## config.mk

```make
export PLATFORM = sky130hd
export DESIGN_NAME = sine_rom_sequencer
export DESIGN_NICKNAME = d
export VERILOG_FILES = /design/src/rtl/sine_pkg.sv /design/src/rtl/sine_phase_acc.sv /design/src/rtl/sine_rom_sequencer.sv
export SDC_FILE = /design/constraint.sdc
export NUM_CORES = 1
export LEC_CHECK = 0
export BUFFER_PORTS_ARGS = -buffer_cell sky130_fd_sc_hd__buf_2
export CAP_MARGIN = 20
export CORE_AREA = 2 2 160 123
export DETAILED_ROUTE_END_ITERATION = 7
export DIE_AREA = 0 0 162 125
export GPL_TIMING_DRIVEN = 0
export PLACE_DENSITY = 0.5
export SLEW_MARGIN = 20
export SYNTH_ARGS = -nofsm -noshare
export SYNTH_HDL_FRONTEND = slang
export SYNTH_HIERARCHICAL = 1
export SYNTH_SLANG_ARGS = --single-unit
```

## constraint.sdc

```tcl
create_clock -name clk -period 4 [get_ports clk]
set_input_delay 0.4 -clock clk [delete_from_list [all_inputs] [get_ports clk]]
set_output_delay 0.4 -clock clk [all_outputs]
set_load 0.01 [all_outputs]
```

## src/rtl/sine_pkg.sv

```systemverilog
// ---------------------------------------------------------------------------
// sine_pkg
// Shared definitions for the sine ROM playback block and the ROM it drives:
//   - default ROM geometry and phase/counter widths
//   - sequencer state encoding
//   - helper that turns a phase word into a ROM address (top AW bits)
// ---------------------------------------------------------------------------
package sine_pkg;

   localparam int SINE_WIDTH   = 32;   // ROM word / sample width
   localparam int SINE_DEPTH   = 64;   // ROM entries, power of two
   localparam int SINE_PHASE_W = 16;   // phase accumulator width
   localparam int SINE_CNT_W   = 16;   // period counter width

   typedef enum logic [1:0] {
      IDLE  = 2'd0,
      RUN   = 2'd1,
      DRAIN = 2'd2
   } sine_state_e;

   // The ROM address is the most significant aw bits of a phase_w-bit phase.
   // The caller truncates the 32-bit result to its address width.
   function automatic logic [31:0] phase_to_addr(input logic [31:0] phase,
                                                 input int          phase_w,
                                                 input int          aw);
      return phase >> (phase_w - aw);
   endfunction

endpackage

```

## src/rtl/sine_phase_acc.sv

```systemverilog
// ---------------------------------------------------------------------------
// sine_phase_acc
// DDS phase accumulator: holds the phase register, adds the frequency word
// on each advance, reports the carry-out and slices the ROM address.
// Ports:
//   clk, rst_n   clock / asynchronous active-low reset
//   load         load phase with load_val (takes priority over adv)
//   load_val     start phase
//   adv          advance phase by fcw this cycle
//   fcw          frequency control word (already latched by the caller)
//   carry        carry-out of the add, qualified by adv (combinational)
//   addr         ROM address = top AW bits of the registered phase
// ---------------------------------------------------------------------------
module sine_phase_acc
   import sine_pkg::*;
#(
   parameter int PHASE_W = SINE_PHASE_W,
   parameter int AW      = 6
) (
   input  logic               clk,
   input  logic               rst_n,
   input  logic               load,
   input  logic [PHASE_W-1:0] load_val,
   input  logic               adv,
   input  logic [PHASE_W-1:0] fcw,
   output logic               carry,
   output logic [AW-1:0]      addr
);

   logic [PHASE_W-1:0] phase_r;
   logic [PHASE_W:0]   sum_s;

   // One extra bit on the add exposes the modulo-2^PHASE_W wrap as a carry.
   assign sum_s = {1'b0, phase_r} + {1'b0, fcw};
   assign carry = adv & sum_s[PHASE_W];
   assign addr  = AW'(phase_to_addr(32'(phase_r), PHASE_W, AW));

   // Phase register: load on run start, advance on sample tick, else hold.
   always_ff @(posedge clk or negedge rst_n) begin
      if (!rst_n) begin
         phase_r <= {PHASE_W{1'b0}};
      end else if (load) begin
         phase_r <= load_val;
      end else if (adv) begin
         phase_r <= sum_s[PHASE_W-1:0];
      end else begin
         phase_r <= phase_r;
      end
   end

endmodule

```

## src/rtl/sine_rom_sequencer.sv

```systemverilog
// ---------------------------------------------------------------------------
// sine_rom_sequencer
// Plays the sine look-up ROM (registered read, 1-cycle latency) as a sample
// stream. A phase accumulator issues one ROM read per tick while running;
// returned words are captured and strobed out with sample_valid. Runs last
// n_periods full periods, or until a stop request lands on a period boundary.
// Ports:
//   clk, rst_n      clock / asynchronous active-low reset
//   start           pulse, begins a run when idle (latches fcw/phase_init/n)
//   stop            pulse, graceful stop at the next period boundary
//   tick            sample-rate enable
//   fcw             frequency control word
//   phase_init      start phase
//   n_periods       periods per burst, 0 = continuous
//   rom_en/rom_addr ROM read request (combinational from state and tick)
//   rom_data        ROM read data, valid the cycle after rom_en
//   sample          last captured ROM word
//   sample_valid    one-cycle strobe when sample updates
//   busy            high while in RUN or DRAIN
//   period_wrap     one-cycle pulse per phase carry-out
//   done            one-cycle pulse on return to IDLE
// ---------------------------------------------------------------------------
module sine_rom_sequencer
   import sine_pkg::*;
#(
   parameter  int WIDTH   = SINE_WIDTH,
   parameter  int DEPTH   = SINE_DEPTH,
   parameter  int PHASE_W = SINE_PHASE_W,
   parameter  int CNT_W   = SINE_CNT_W,
   localparam int AW      = $clog2(DEPTH)
) (
   input  logic               clk,
   input  logic               rst_n,
   input  logic               start,
   input  logic               stop,
   input  logic               tick,
   input  logic [PHASE_W-1:0] fcw,
   input  logic [PHASE_W-1:0] phase_init,
   input  logic [CNT_W-1:0]   n_periods,
   output logic               rom_en,
   output logic [AW-1:0]      rom_addr,
   input  logic [WIDTH-1:0]   rom_data,
   output logic [WIDTH-1:0]   sample,
   output logic               sample_valid,
   output logic               busy,
   output logic               period_wrap,
   output logic               done
);

   sine_state_e        state_r, state_s;
   logic [PHASE_W-1:0] fcw_r;
   logic [CNT_W-1:0]   n_r;
   logic [CNT_W-1:0]   period_cnt_r;
   logic [CNT_W-1:0]   cnt_inc_s;
   logic               stop_pend_r;
   logic               stop_any_s;
   logic               rd_pend_r;
   logic [WIDTH-1:0]   sample_r;
   logic               sample_valid_r;
   logic               busy_r;
   logic               period_wrap_r;
   logic               done_r;
   logic               load_s;
   logic               adv_s;
   logic               rom_en_s;
   logic               carry_s;
   logic               finish_s;
   logic [AW-1:0]      addr_s;

   sine_phase_acc #(
      .PHASE_W (PHASE_W),
      .AW      (AW)
   ) u_phase_acc (
      .clk      (clk),
      .rst_n    (rst_n),
      .load     (load_s),
      .load_val (phase_init),
      .adv      (adv_s),
      .fcw      (fcw_r),
      .carry    (carry_s),
      .addr     (addr_s)
   );

   assign cnt_inc_s  = period_cnt_r + {{(CNT_W-1){1'b0}}, 1'b1};
   // A stop arriving on the same cycle as the boundary still counts.
   assign stop_any_s = stop_pend_r | stop;

   // Next-state logic, ROM read request and run-finish detection.
   always_comb begin
      state_s  = state_r;
      load_s   = 1'b0;
      adv_s    = 1'b0;
      rom_en_s = 1'b0;
      finish_s = 1'b0;
      case (state_r)
         IDLE: begin
            if (start) begin
               load_s  = 1'b1;
               state_s = RUN;
            end else begin
               state_s = IDLE;
            end
         end
         RUN: begin
            rom_en_s = tick;
            adv_s    = tick;
            if (tick) begin
               // fcw == 0 never wraps, so a stop request ends the run on
               // the next tick instead of waiting for a boundary.
               finish_s = (carry_s & (n_r != {CNT_W{1'b0}}) & (cnt_inc_s == n_r))
                        | (carry_s & stop_any_s)
                        | ((fcw_r == {PHASE_W{1'b0}}) & stop_any_s);
            end else begin
               finish_s = 1'b0;
            end
            if (finish_s) begin
               state_s = DRAIN;
            end else begin
               state_s = RUN;
            end
         end
         DRAIN: begin
            // DRAIN is only ever entered straight after the finishing read,
            // and rom_en is held low here, so that read is the only one in
            // flight: it is captured on this edge, making the final
            // sample_valid coincide with done.
            state_s = IDLE;
         end
         default: begin
            state_s = IDLE;
         end
      endcase
   end

   // State register plus the status pulses that are derived from it.
   always_ff @(posedge clk or negedge rst_n) begin
      if (!rst_n) begin
         state_r       <= IDLE;
         busy_r        <= 1'b0;
         done_r        <= 1'b0;
         period_wrap_r <= 1'b0;
      end else begin
         state_r       <= state_s;
         busy_r        <= (state_s != IDLE);
         done_r        <= (state_r == DRAIN) && (state_s == IDLE);
         period_wrap_r <= carry_s;
      end
   end

   // Run parameters, period counter and sticky stop request.
   always_ff @(posedge clk or negedge rst_n) begin
      if (!rst_n) begin
         fcw_r        <= {PHASE_W{1'b0}};
         n_r          <= {CNT_W{1'b0}};
         period_cnt_r <= {CNT_W{1'b0}};
         stop_pend_r  <= 1'b0;
      end else if (load_s) begin
         fcw_r        <= fcw;
         n_r          <= n_periods;
         period_cnt_r <= {CNT_W{1'b0}};
         stop_pend_r  <= 1'b0;
      end else begin
         if ((state_r == RUN) && stop) begin
            stop_pend_r <= 1'b1;
         end else begin
            stop_pend_r <= stop_pend_r;
         end
         // Saturate rather than wrap in long continuous runs.
         if (carry_s && (period_cnt_r != {CNT_W{1'b1}})) begin
            period_cnt_r <= cnt_inc_s;
         end else begin
            period_cnt_r <= period_cnt_r;
         end
      end
   end

   // Read pipeline: track the outstanding ROM read and capture its data.
   always_ff @(posedge clk or negedge rst_n) begin
      if (!rst_n) begin
         rd_pend_r      <= 1'b0;
         sample_r       <= {WIDTH{1'b0}};
         sample_valid_r <= 1'b0;
      end else begin
         rd_pend_r <= rom_en_s;
         if (rd_pend_r) begin
            sample_r       <= rom_data;
            sample_valid_r <= 1'b1;
         end else begin
            sample_r       <= sample_r;
            sample_valid_r <= 1'b0;
         end
      end
   end

   assign rom_en       = rom_en_s;
   assign rom_addr     = addr_s;
   assign sample       = sample_r;
   assign sample_valid = sample_valid_r;
   assign busy         = busy_r;
   assign period_wrap  = period_wrap_r;
   assign done         = done_r;

endmodule

```

* Yosys cells after proc, flatten, opt, wreduce, memory -nomap -nowiden
Index checks and enable logic that the tools add are counted.
** Cells by class
- Reduce and logical (&&, ||, !) cells :: 11
- Bitwise operators :: 8
- Eq/ne operators :: 4
- Muxes and demuxes :: 15
- Add/subtract/negate cells :: 2
** Operators by type and width (count)
- 16-bit two-way mux :: 4
- 16-bit by 16-bit adder with 17-bit output :: 1
- 16-bit by 1-bit adder with 16-bit output (second input constant) :: 1
- 16-bit == test :: 1
- 16-bit zero test :: 1
- 16-bit != test (second input constant) :: 1
- 16-bit nonzero test :: 1
- 1-bit two-way mux :: 9
- 2-bit nonzero test :: 4
- 1-bit bitwise AND :: 5
- 2-bit zero test :: 2
- 2-bit one-hot mux with 2 select lines :: 1
- 1-bit logical AND :: 3
- 1-bit OR :: 3
- 2-bit by 1-bit == test with 1-bit output (second input constant) :: 1
- 2-bit == test (second input constant) :: 1
- 2-bit two-way mux :: 1
** Storage, ports and cells
- Register bits after elaboration :: 104
- Input port bits :: 85
- Output and inout port bits :: 43
- Word-level logic and storage cells :: 52

* Depth between registers and ports, before layout
Gate-level depths: netlist of the first run.
- Depth after elaboration :: 13
- Depth in mapped cells :: 15
- Gate-level depth less buffers :: 14

* Modules after synthesis
Netlist of the first run, hierarchy kept.
** By module, submodules not included
- sine_rom_sequencer :: area an instance 3983.8 um2, sequential area each 2202.1 um2, times used 1, cells an instance 324
- sine_phase_acc :: area an instance 1547.7 um2, sequential area each 400.4 um2, times used 1, cells an instance 183

* Worst setup path after synthesis of the first run
OpenSTA, ideal clock, no wires.
- Path kind :: register -> register
- Start point :: register fcw_r[0]
- End point :: register period_cnt_r[7]
- Required time :: 3.868 ns
- Data arrival time :: 2.655 ns
- Library setup time :: 0.132 ns
- Stages on the path, launching flop included :: 16
- Setup slack :: 1.213 ns
- Cell sequence :: dfrtp_1 ha_1 fa_1 a211oi_1 o21ai_1 o211ai_1 a21oi_2 nand4_1 a21oi_1 inv_1 a31oi_1 buf_2 and3_1 nand3_1 xor2_1 nor2_1
** On the way
- Cells in the longest elaborated chain, start to end :: 4
** Ends and longest elaborated chain
- start, declared :: line sine_rom_sequencer.sv:51 : logic [PHASE_W-1:0] fcw_r;
- start signal, assigned :: line sine_rom_sequencer.sv:153 : fcw_r <= {PHASE_W{1'b0}};
- start signal, assigned :: line sine_rom_sequencer.sv:158 : fcw_r <= fcw;
- 16-bit by 16-bit adder with 17-bit output :: line sine_phase_acc.sv:34 : assign sum_s = {1'b0, phase_r} + {1'b0, fcw};
- 1-bit bitwise AND :: line sine_phase_acc.sv:35 : assign carry = adv & sum_s[PHASE_W];
- via carry_s :: line sine_rom_sequencer.sv:66 : logic carry_s;
- 1-bit logical AND :: line sine_rom_sequencer.sv:169 : if (carry_s && (period_cnt_r != {CNT_W{1'b1}})) begin
- 2-bit nonzero test (no line)
- end signal, assigned :: line sine_rom_sequencer.sv:160 : period_cnt_r <= {CNT_W{1'b0}};
- end signal, assigned :: line sine_rom_sequencer.sv:170 : period_cnt_r <= cnt_inc_s;
- end signal, assigned :: line sine_rom_sequencer.sv:172 : period_cnt_r <= period_cnt_r;
- end, declared :: line sine_rom_sequencer.sv:53 : logic [CNT_W-1:0] period_cnt_r;
The timed path passes the listed nets, and every way through them passes these cells.
A chain may end at the register's enable or synchronous reset.

* Worst setup path in the final report of the first run
- Start point :: register fcw_r[0]
- End point :: register period_cnt_r[15]
The elaborated chain is that of the path after synthesis.

==> qor.csv, run 1 <==
metric,value,unit
synthDistinctLibCells,60,
grt_pass1_wl,23.89,mm
synthTopCellsByArea,"dfrtp_1 47%, mux2_2 13%, ha_1 3.8%, xnor2_1 3.5%, xor2_1 3.0%",
fin_util,36.19,%
rows,44,
syn_area_per_cell,10.91,sq um
grt_start_max_net_pins,71,
cts_root_buffer,clkbuf_16,
synth_area,0.005532,sq mm
die_area,0.02025,sq mm
cts.sinks,104,
ys_warn_count,6,
crit_arrival,3750,ps
period_needed,3525,ps
worst-slew-pin-transition,809.1,ps
async_reset_ff_share,100.0,%
initial_utilization,29.38,%
cts.path.max_buffers,2,
setup-tns-final,0,ps
whs_path_depth,3,
finalCritPeriodShare,88.12,%
core_area,0.01883,sq mm
grt_overflow_total,0,
fin_cells,905,
crit_path_max_incr_delay,450,ps
syn_inst,507,
clock.fmax,283.7,MHz
power_density,763.2,mW/mm^2
antennaDiodeCount,0,
syn-num-nets,610,
path_max_fanout,10,
p_leak,3.049,nW
cts.clk_slew.worst_paths,80,ps
slew_violations,0,
dp.cells,888,
hold_slack,254.9,ps
crit_type,reg2reg,
netlist.area_leader.share,47.05,%
finalPower,5.201,mW
maxSlewHeadroom,45.86,%
status,"finished, final reports clean",
path_cells,ha_1 -> fa_1 -> a211oi_1 -> o21ai_1 -> o211ai_1 -> a21oi_2 -> nand4_1 -> a21oi_1 -> inv_1 -> a31oi_1 -> buf_2 -> nand2_1 -> nor3_1 -> xnor2_1 -> nor2_1,
cts_made_buffers,9,
design_area,0.006814,sq mm
cp_slowest_cell,a21oi_1,
drive_gt1_share,36.96,%
globalRouteMet1Util,22.46,%
dp_hpwl,11.24,mm
post_cts_resize_count,0,
clock_latency,360,ps
setup-violations-final,0,
ctsHtreeMaxLevel,3,
synthFlopType,dfrtp_1,
pre_cts_slack,529.5,ps
use_met3,4.081,%
wl_per_cell,16.27,microns
place_area,0.006518,sq mm
seq_area_frac_synth,47.05,%
ant_nets,0,
hold_violations,0,
fillers,1941,
synthToLayoutAreaGrowth,23.18,%
top_usage_layer,met1,
synth_edf_count,0,
met2_usage,21.50,%
viasPerCell,4.848,
gp_congestion,0.8341,
cts_tree,built,
grt_use_total,15.09,%
critPathLaunchType,flop,
die_x,162,microns
grt_setup_unrepaired,no,
drtPass1Iterations,5,
drt-initial-drc-count,316,
end_kind,flop,
die_h,125,microns
nNetsFinal,750,
ys_ff_latch,104,
grt_pass1_vias,4348,
fin_skew,6.556,ps
drc_errors,0,
yosysTopAreaCell,dfrtp_1,
worst_slack,475.2,ps
max_cap_viol_count,0,
io_pins,128,
numPortBuffers,127,
worstRegToRegCells,15,
vias,4387,
worstHoldPathType,in2reg,
crit_required,4230,ps
peakVddDrop,0.0003888,V
wl,14.73,mm
antenna_found_initial,1,
## worst paths after layout
| path | start | end | slack (ps) |
|---|---|---|---|
| worst min-delay path | phase_init[0] | u_phase_acc/phase_r[0]$_DFFE_PN0P_ | 250 |
| worst min register to register | rd_pend_r$_DFF_PN0_ | sample_valid$_DFF_PN0_ | 390 |
| worst max register to register | fcw_r[0]$_DFFE_PN0P_ | period_cnt_r[15]$_DFFE_PN0P_ | 480 |
| worst max-delay path | fcw_r[0]$_DFFE_PN0P_ | period_cnt_r[15]$_DFFE_PN0P_ | 480 |
| max in group asynchronous | rst_n | n_r[6]$_DFFE_PN0P_ | 2850 |
| min in group asynchronous | rst_n | sample[23]$_DFFE_PN0P_ | 490 |
## layout by cell type (no fill, tap or decap), types with 3 or more instances in the layout
cell,n
and3_2,3
mux2_2,64
a21o_1,5
dfrtp_1,104
mux2i_1,8
a21oi_2,3
nor4_1,7
o21ai_0,14
ha_1,17
buf_6,3
clkbuf_16,9
o211ai_1,3
buf_2,134
nor3_1,12
nor2b_1,4
a31oi_1,8
o21ai_1,14
inv_1,8
buf_4,8
a21oi_1,17
xnor2_1,22
nand4_1,11
nand3_1,10
a211oi_1,3
nand2_1,31
a22oi_1,7
nor2_1,39
xor2_1,19
clkbuf_1,10
buf_1,4
and3_1,4
## registers in the layout (all words and copies together) (netlist names)
signal and count:
sample 32, fcw_r 16, n_r 16, period_cnt_r 16
u_phase_acc/phase_r 16, state_r 2, busy 1, done 1
period_wrap 1, rd_pend_r 1, sample_valid 1, stop_pend_r 1
## synth_stat cells (2+ instances only)
cell,instances
dfrtp_1,104
mux2_2,64
nor2_1,39
nand2_1,31
xnor2_1,22
xor2_1,19
a21oi_1,17
ha_1,17
o21ai_0,14
o21ai_1,14
nor3_1,12
nand4_1,11
clkbuf_1,10
nand3_1,10
a31oi_1,8
buf_2,8
buf_4,8
inv_1,8
mux2i_1,8
a22oi_1,7
nor4_1,7
a21o_1,5
and3_1,4
buf_1,4
nor2b_1,4
a211oi_1,3
a21oi_2,3
and3_2,3
o211ai_1,3
a211o_1,2
a41oi_1,2
and2_1,2
and4_1,2
buf_6,2
nand2b_1,2
nor3b_1,2
o22ai_1,2
or3b_1,2
## power by group
group / switching (mW) / total (mW) / internal (mW)
sequential: 0.349 / 1.80 / 1.45
combinational: 1.33 / 2.52 / 1.19
clock: 0.438 / 0.874 / 0.436
total: 2.12 / 5.20 / 3.08
## cell type report
type / instances / area [sq um] / area share [%]
repair buffers: 129 / 679.4 / 9.971
clock inverters: 7 / 61.31 / 0.8997
multi-input cells: 363 / 2724 / 39.97
clock buffers: 9 / 225.2 / 3.305
flip-flops and latches: 104 / 2603 / 38.19
inverters: 8 / 30.03 / 0.4407
plain buffers: 32 / 175.2 / 2.571
well taps: 253 / 316.6 / 4.646
## cell families after synthesis
kind of cell    Yosys count  share of synthesized area [%]
flops                   104                          47.05
buf+inv                  40                          3.710
fa+ha+maj                18                          4.207
simple gates            139                          13.01
compound gates           93                          11.06
xor+xnor                 41                          6.492
mux                      72                          14.48
## metal layers
metal,wire [microns],share of wire (%)
met5,13,0.088
met4,175,1.2
met3,1090,7.4
met2,5896,40
met1,7550,51
## critical path, delay by kind of cell, from the launching register on
family	cells	cell delay (ps)
and+or+nand+nor	4	550
xor gates and xnor gates	1	150
adders and majority gates	2	470
DFF	1	390
AOI/OAI and AO/OA	6	1480
buffers and inverters	2	350
## timing repair
item,in CTS,in global routing
hold endpoints to repair,34,0
hold buffers,1,0
setup buffers,0,0
endpoints found under the setup margin,0,0
No activity file was read; power rests on OpenSTA's default activity.
==> run 2: changes to the inputs <==
- CORE_AREA: 2 2 160 123 -> 2 2 129 99
- DIE_AREA: 0 0 162 125 -> 0 0 131 101
- PLACE_DENSITY: 0.5 -> 0.71
==> run 2 against run 1 <==
Effect of this change:
- worst setup slack worse by 94 ps
- global-route usage rose by 6.0 points
- via count up 2.4%
- largest power group unchanged
- highest routed layer is now met4
==> qor.csv, run 2 (same netlist as run 1, synthesis figures left out) <==
metric,value,unit
nNetsFinal,750,
hold_violations,0,
gp_congestion,0.8877,
crit_type,reg2reg,
mostFrequentLayoutCells,"134 x buf_2, 104 x dfrtp_1, 64 x mux2_2, 39 x nor2_1, 31 x nand2_1",
drt-initial-drc-count,317,
synthToLayoutAreaGrowth,21.42,%
comb_power_share,48.5,%
die_x,131,microns
grt_start_max_net_pins,75,
grt_pass1_wl,21.84,mm
multi_input_area,0.002724,sq mm
r2r_start,fcw_r[0]$_DFFE_PN0P_,
numPortBuffers,127,
viasPerCell,5.490,
antenna_found_initial,0,
io_pins,128,
end_kind,flop,
pre_cts_slack,477.2,ps
drtPass1Iterations,5,
p_int,3.137,mW
finalCritPeriodShare,90.46,%
max_cap_viol_count,0,
crit_path_max_incr_delay,490,ps
path_max_fanout,10,
largest_reg_flops,32,
fin_skew,6.125,ps
cts_made_buffers,9,
drc_errors,0,
post_cts_resize_count,0,
cts_tree,built,
mostFrequentLayoutCell,buf_2,
cts.sinks,104,
peakVddDrop,0.0004097,V
die_area,0.01323,sq mm
clock_latency,350,ps
worst_slack,381.6,ps
crit_arrival,3830,ps
initial_utilization,45.93,%
regToRegSetupSlack,380,ps
wl,13.49,mm
path_buf_inv,2,
clock.fmax,276.4,MHz
cts.clk_slew.worst_paths,70,ps
core_area,0.01204,sq mm
wl_per_cell,16.50,microns
crit_required,4210,ps
dp_hpwl,10.18,mm
switching_share,39.82,%
worst-slew-pin-transition,711.3,ps
die_h,101,microns
dp.cells,801,
worstHoldPathType,in2reg,
seqCellArea,0.002603,sq mm
rows,35,
drive_gt1_share,36.81,%
ant_nets,0,
whs_endpoint,state_r[0]$_DFF_PN0_,
maxSlewHeadroom,52.58,%
grt_overflow_total,0,
path_cells,ha_1 -> fa_1 -> a211oi_1 -> o21ai_1 -> o211ai_1 -> a21oi_2 -> nand4_1 -> a21oi_1 -> inv_1 -> a31oi_1 -> buf_2 -> nand2_1 -> nor3_1 -> xnor2_1 -> nor2_1,
fin_util,55.77,%
clkPwrFrac,17.0,%
critPathLaunchType,flop,
grt_use_total,21.12,%
p_seq_share,34.5,%
netSwitchingPower,2.075,mW
cp_top_family,compound AO/OA/AOI/OAI gates,
p_leak,3.045,nW
fin_cells,818,
worstRegToRegCells,15,
setup-tns-final,0,ps
setup-violations-final,0,
whs_path_depth,2,
ctsHtreeMaxLevel,3,
cts_root_buffer,clkbuf_16,
antennaDiodeCount,0,
grt_pass1_vias,4319,
period_needed,3618,ps
grt_setup_unrepaired,no,
hold_start,tick,
power_density,776.0,mW/mm^2
fillers,1083,
vias,4491,
cp_slowest_cell,a21oi_1,
status,"finished, final reports clean",
worstReg2RegEnd,period_cnt_r[15]$_DFFE_PN0P_,
slew_violations,0,
cts.path.max_buffers,2,
## run 2: layout make-up
type | instances | area share [%]
Sequential cell | 104 | 38.75
Timing Repair Buffer | 129 | 10.12
Tap cell | 166 | 3.092
Multi-Input combinational cell | 363 | 40.56
Inverter | 8 | 0.4471
Buffer | 32 | 2.608
Clock buffer | 10 | 3.409
Clock inverter | 6 | 1.025
## run 2: how the worst max path moves through the flow
stage / from / slack, ps / cells past startpoint / endpoint
3_3_place_gp: start / 550 / 12 / u_phase_acc/phase_r[13]$_DFFE_PN0P_
2_1_floorplan: fcw_r[0]$_DFFE_PN0P_ / 1210 / 15 / period_cnt_r[7]$_DFFE_PN0P_
5_1_grt: fcw_r[0]$_DFFE_PN0P_ / 50 / 15 / period_cnt_r[15]$_DFFE_PN0P_
3_5_place_dp: fcw_r[0]$_DFFE_PN0P_ / 480 / 15 / period_cnt_r[15]$_DFFE_PN0P_
4_1_cts: fcw_r[0]$_DFFE_PN0P_ / 430 / 15 / period_cnt_r[15]$_DFFE_PN0P_
6_report: fcw_r[0]$_DFFE_PN0P_ / 380 / 15 / period_cnt_r[15]$_DFFE_PN0P_
## run 2: routing by layer
metal,routed length (microns),part of all wire [%],vias up,global-route usage [%]
met1,6272,46,2163,30.40
met4,161,1.2,0,5.974
met3,1055,7.8,15,4.512
met2,6004,44,199,32.28
li1,-,-,2114,-
met5,0,0,-,0
## run 2: power by group through the flow
| stage | sequential, mW | clock, mW | combinational [mW] |
|---|---|---|---|
| detailed placement | 1.81 | 0 | 2.49 |
| floorplan | 1.77 | 0 | 1.81 |
| global route | 1.85 | 0.960 | 2.78 |
| finish | 1.80 | 0.887 | 2.53 |
| global placement | 1.79 | 0 | 2.38 |
| CTS | 1.79 | 0.914 | 2.51 |
## run 2: what timing repair did
action / in CTS / in global routing
buffers inserted: 0 / 0
hold buffers: 1 / 0
endpoints found under the hold margin: 30 / 0
setup endpoints to repair: 0 / 0
## run 2: stage by stage
| step | instance area, sq um | hold WS, ps | power [mW] |
|---|---|---|---|
| 6_report | 6716 | 255.8 | 5.212 |
| 5_1_grt | 6716 | 238.5 | 5.593 |
| 3_5_place_dp | 6409 | 303.5 | 4.300 |
| 3_3_place_gp | 6375 | 361.2 | 4.169 |
| 4_1_cts | 6716 | 240.9 | 5.220 |
| 2_1_floorplan | 5532 | 104.4 | 3.584 |
==> run 3: changes to the inputs <==
- PLACE_DENSITY: 0.71 -> 0.74
- clock period: 4 -> 3 ns (I/O delays scaled with it)
==> run 3 against run 2 <==
Effect of this change:
- combinational power increased by 46%
- cell count increased by 1.3%
- final area increased by 3.7%
- critical endpoint is now period_cnt_r[12]$_DFFE_PN0P_
- wire length increased by 3.1%
- highest routed layer unchanged
- non-clock buffer count increased by 11
- global-route usage decreased by 0.089 points
- register-to-register slack got worse by 310 ps
==> qor.csv, run 3 (same netlist as run 1, synthesis figures left out) <==
metric,value,unit
wl_per_cell,16.78,microns
die_x,131,microns
max_cap_viol_count,0,
crit_arrival,3210,ps
antennaDiodeCount,0,
nNetsFinal,761,
power_density,1064,mW/mm^2
clock_latency,350,ps
grt_overflow_total,0,
end_kind,flop,
die_area,0.01323,sq mm
cts_tree,built,
gp_congestion,0.8603,
drc_errors,0,
drive_gt1_share,41.18,%
fillers,1014,
peakVddDrop,0.0006510,V
setup-violations-final,0,
viasPerCell,5.415,
ctsHtreeMaxLevel,3,
finalCritPeriodShare,97.71,%
seqCellArea,0.002603,sq mm
cts.path.max_buffers,2,
period_needed,2931,ps
finalPower,7.410,mW
mostFrequentLayoutCells,"135 x buf_2, 104 x dfrtp_1, 64 x mux2_2, 38 x nor2_1, 31 x nand2_1",
mostFrequentLayoutCell,buf_2,
crit_required,3280,ps
grt_use_total,21.03,%
wl,13.91,mm
cts_made_buffers,9,
largest_reg_flops,32,
grt_pass1_vias,4420,
cts.sinks,104,
initial_utilization,45.93,%
clock.fmax,341.1,MHz
critPathLaunchType,flop,
fin_skew,7.631,ps
worst-slew-pin-transition,732.5,ps
cts_root_buffer,clkbuf_16,
vias,4489,
drt-initial-drc-count,208,
grt_setup_unrepaired,yes,
path_max_fanout,4,
cts.clk_slew.worst_paths,70,ps
grt_pass1_wl,21.58,mm
numPortBuffers,127,
drtPass1Iterations,5,
design_area,0.006967,sq mm
place_area,0.006409,sq mm
slew_violations,0,
status,"finished, final reports clean",
hold_violations,0,
dp_hpwl,10.19,mm
antenna_found_initial,0,
crit_type,reg2reg,
maxSlewHeadroom,50.99,%
p_leak,3.144,nW
rows,35,
ant_nets,0,
io_pins,128,
worstHoldPathType,in2reg,
multi_input_area,0.002854,sq mm
die_h,101,microns
grt_start_max_net_pins,80,
core_area,0.01204,sq mm
synthToLayoutAreaGrowth,25.94,%
-- run 3: timing repair --
action	4_1_cts	5_1_grt
endpoints found under the hold margin	25	0
buffers inserted	3	7
hold buffers	1	0
gates resized for setup	12	19
setup endpoints to repair	34	16
cloned	0	1
pin swaps	3	11
-- run 3: cell type report --
cell class / count / share of cell area (%)
Multi-Input combinational cell: 363 / 40.97
Sequential cell: 104 / 37.36
Timing Repair Buffer: 140 / 10.90
Clock buffer: 10 / 3.430
Tap cell: 166 / 2.981
Buffer: 32 / 2.622
Clock inverter: 6 / 1.311
Inverter: 8 / 0.4310
-- run 3: report_power, final --
group	internal [mW]	total, mW	switching (mW)
Combinational	1.81	3.70	1.89
Sequential	1.94	2.41	0.471
Clock	0.759	1.29	0.536
-- run 3: stage by stage --
stage	hold WS [ps]	cells	TNS, ps	worst slack, ps	utilization (%)
after CTS	136.1	821	0	4.569	56.64
final	161.7	829	0	68.66	57.85
after global routing	165.5	829	-187.5	-101.0	57.85
after floorplan	4.409	507	0	213.0	-
after global placement	362.2	800	-3730	-347.1	52.94
after detailed placement	183.8	801	-6416	-454.9	53.22
-- run 3: final timing paths --
check,startpoint,end,slack [ps],depth (start not counted)
worst max-delay path,fcw_r[0]$_DFFE_PN0P_,period_cnt_r[12]$_DFFE_PN0P_,70,13
worst min-delay path,tick,state_r[0]$_DFF_PN0_,160,2
worst max register to register,fcw_r[0]$_DFFE_PN0P_,period_cnt_r[12]$_DFFE_PN0P_,70,13
worst min register to register,rd_pend_r$_DFF_PN0_,sample_valid$_DFF_PN0_,380,0
max in group asynchronous,rst_n,period_cnt_r[7]$_DFFE_PN0P_,1950,3
min in group asynchronous,rst_n,u_phase_acc/phase_r[1]$_DFFE_PN0P_,390,2
-- run 3: layer usage --
| layer | wire, microns | vias to the layer above | share of wire (%) | GRT usage (%) |
|---|---|---|---|---|
| met1 | 6392 | 2165 | 46 | 28.36 |
| met2 | 6355 | 177 | 46 | 34.04 |
| met4 | 186 | 0 | 1.3 | 5.892 |
| met5 | 0 | - | 0 | 0 |
| met3 | 978 | 16 | 7.0 | 4.989 |
| li1 | - | 2131 | - | - |
-- run 3: worst max-delay path, stage by stage, from the launching register on --
cell      delay [ps]
dfrtp_1          400
ha_4             170
fa_2             250
a211oi_4          90
o21ai_1          130
o211ai_1         190
a21oi_2          200
nand4_1          180
a21oi_4          230
inv_2             70
a31oi_4          170
nand4_1          220
or3_1            430
a21oi_2          120
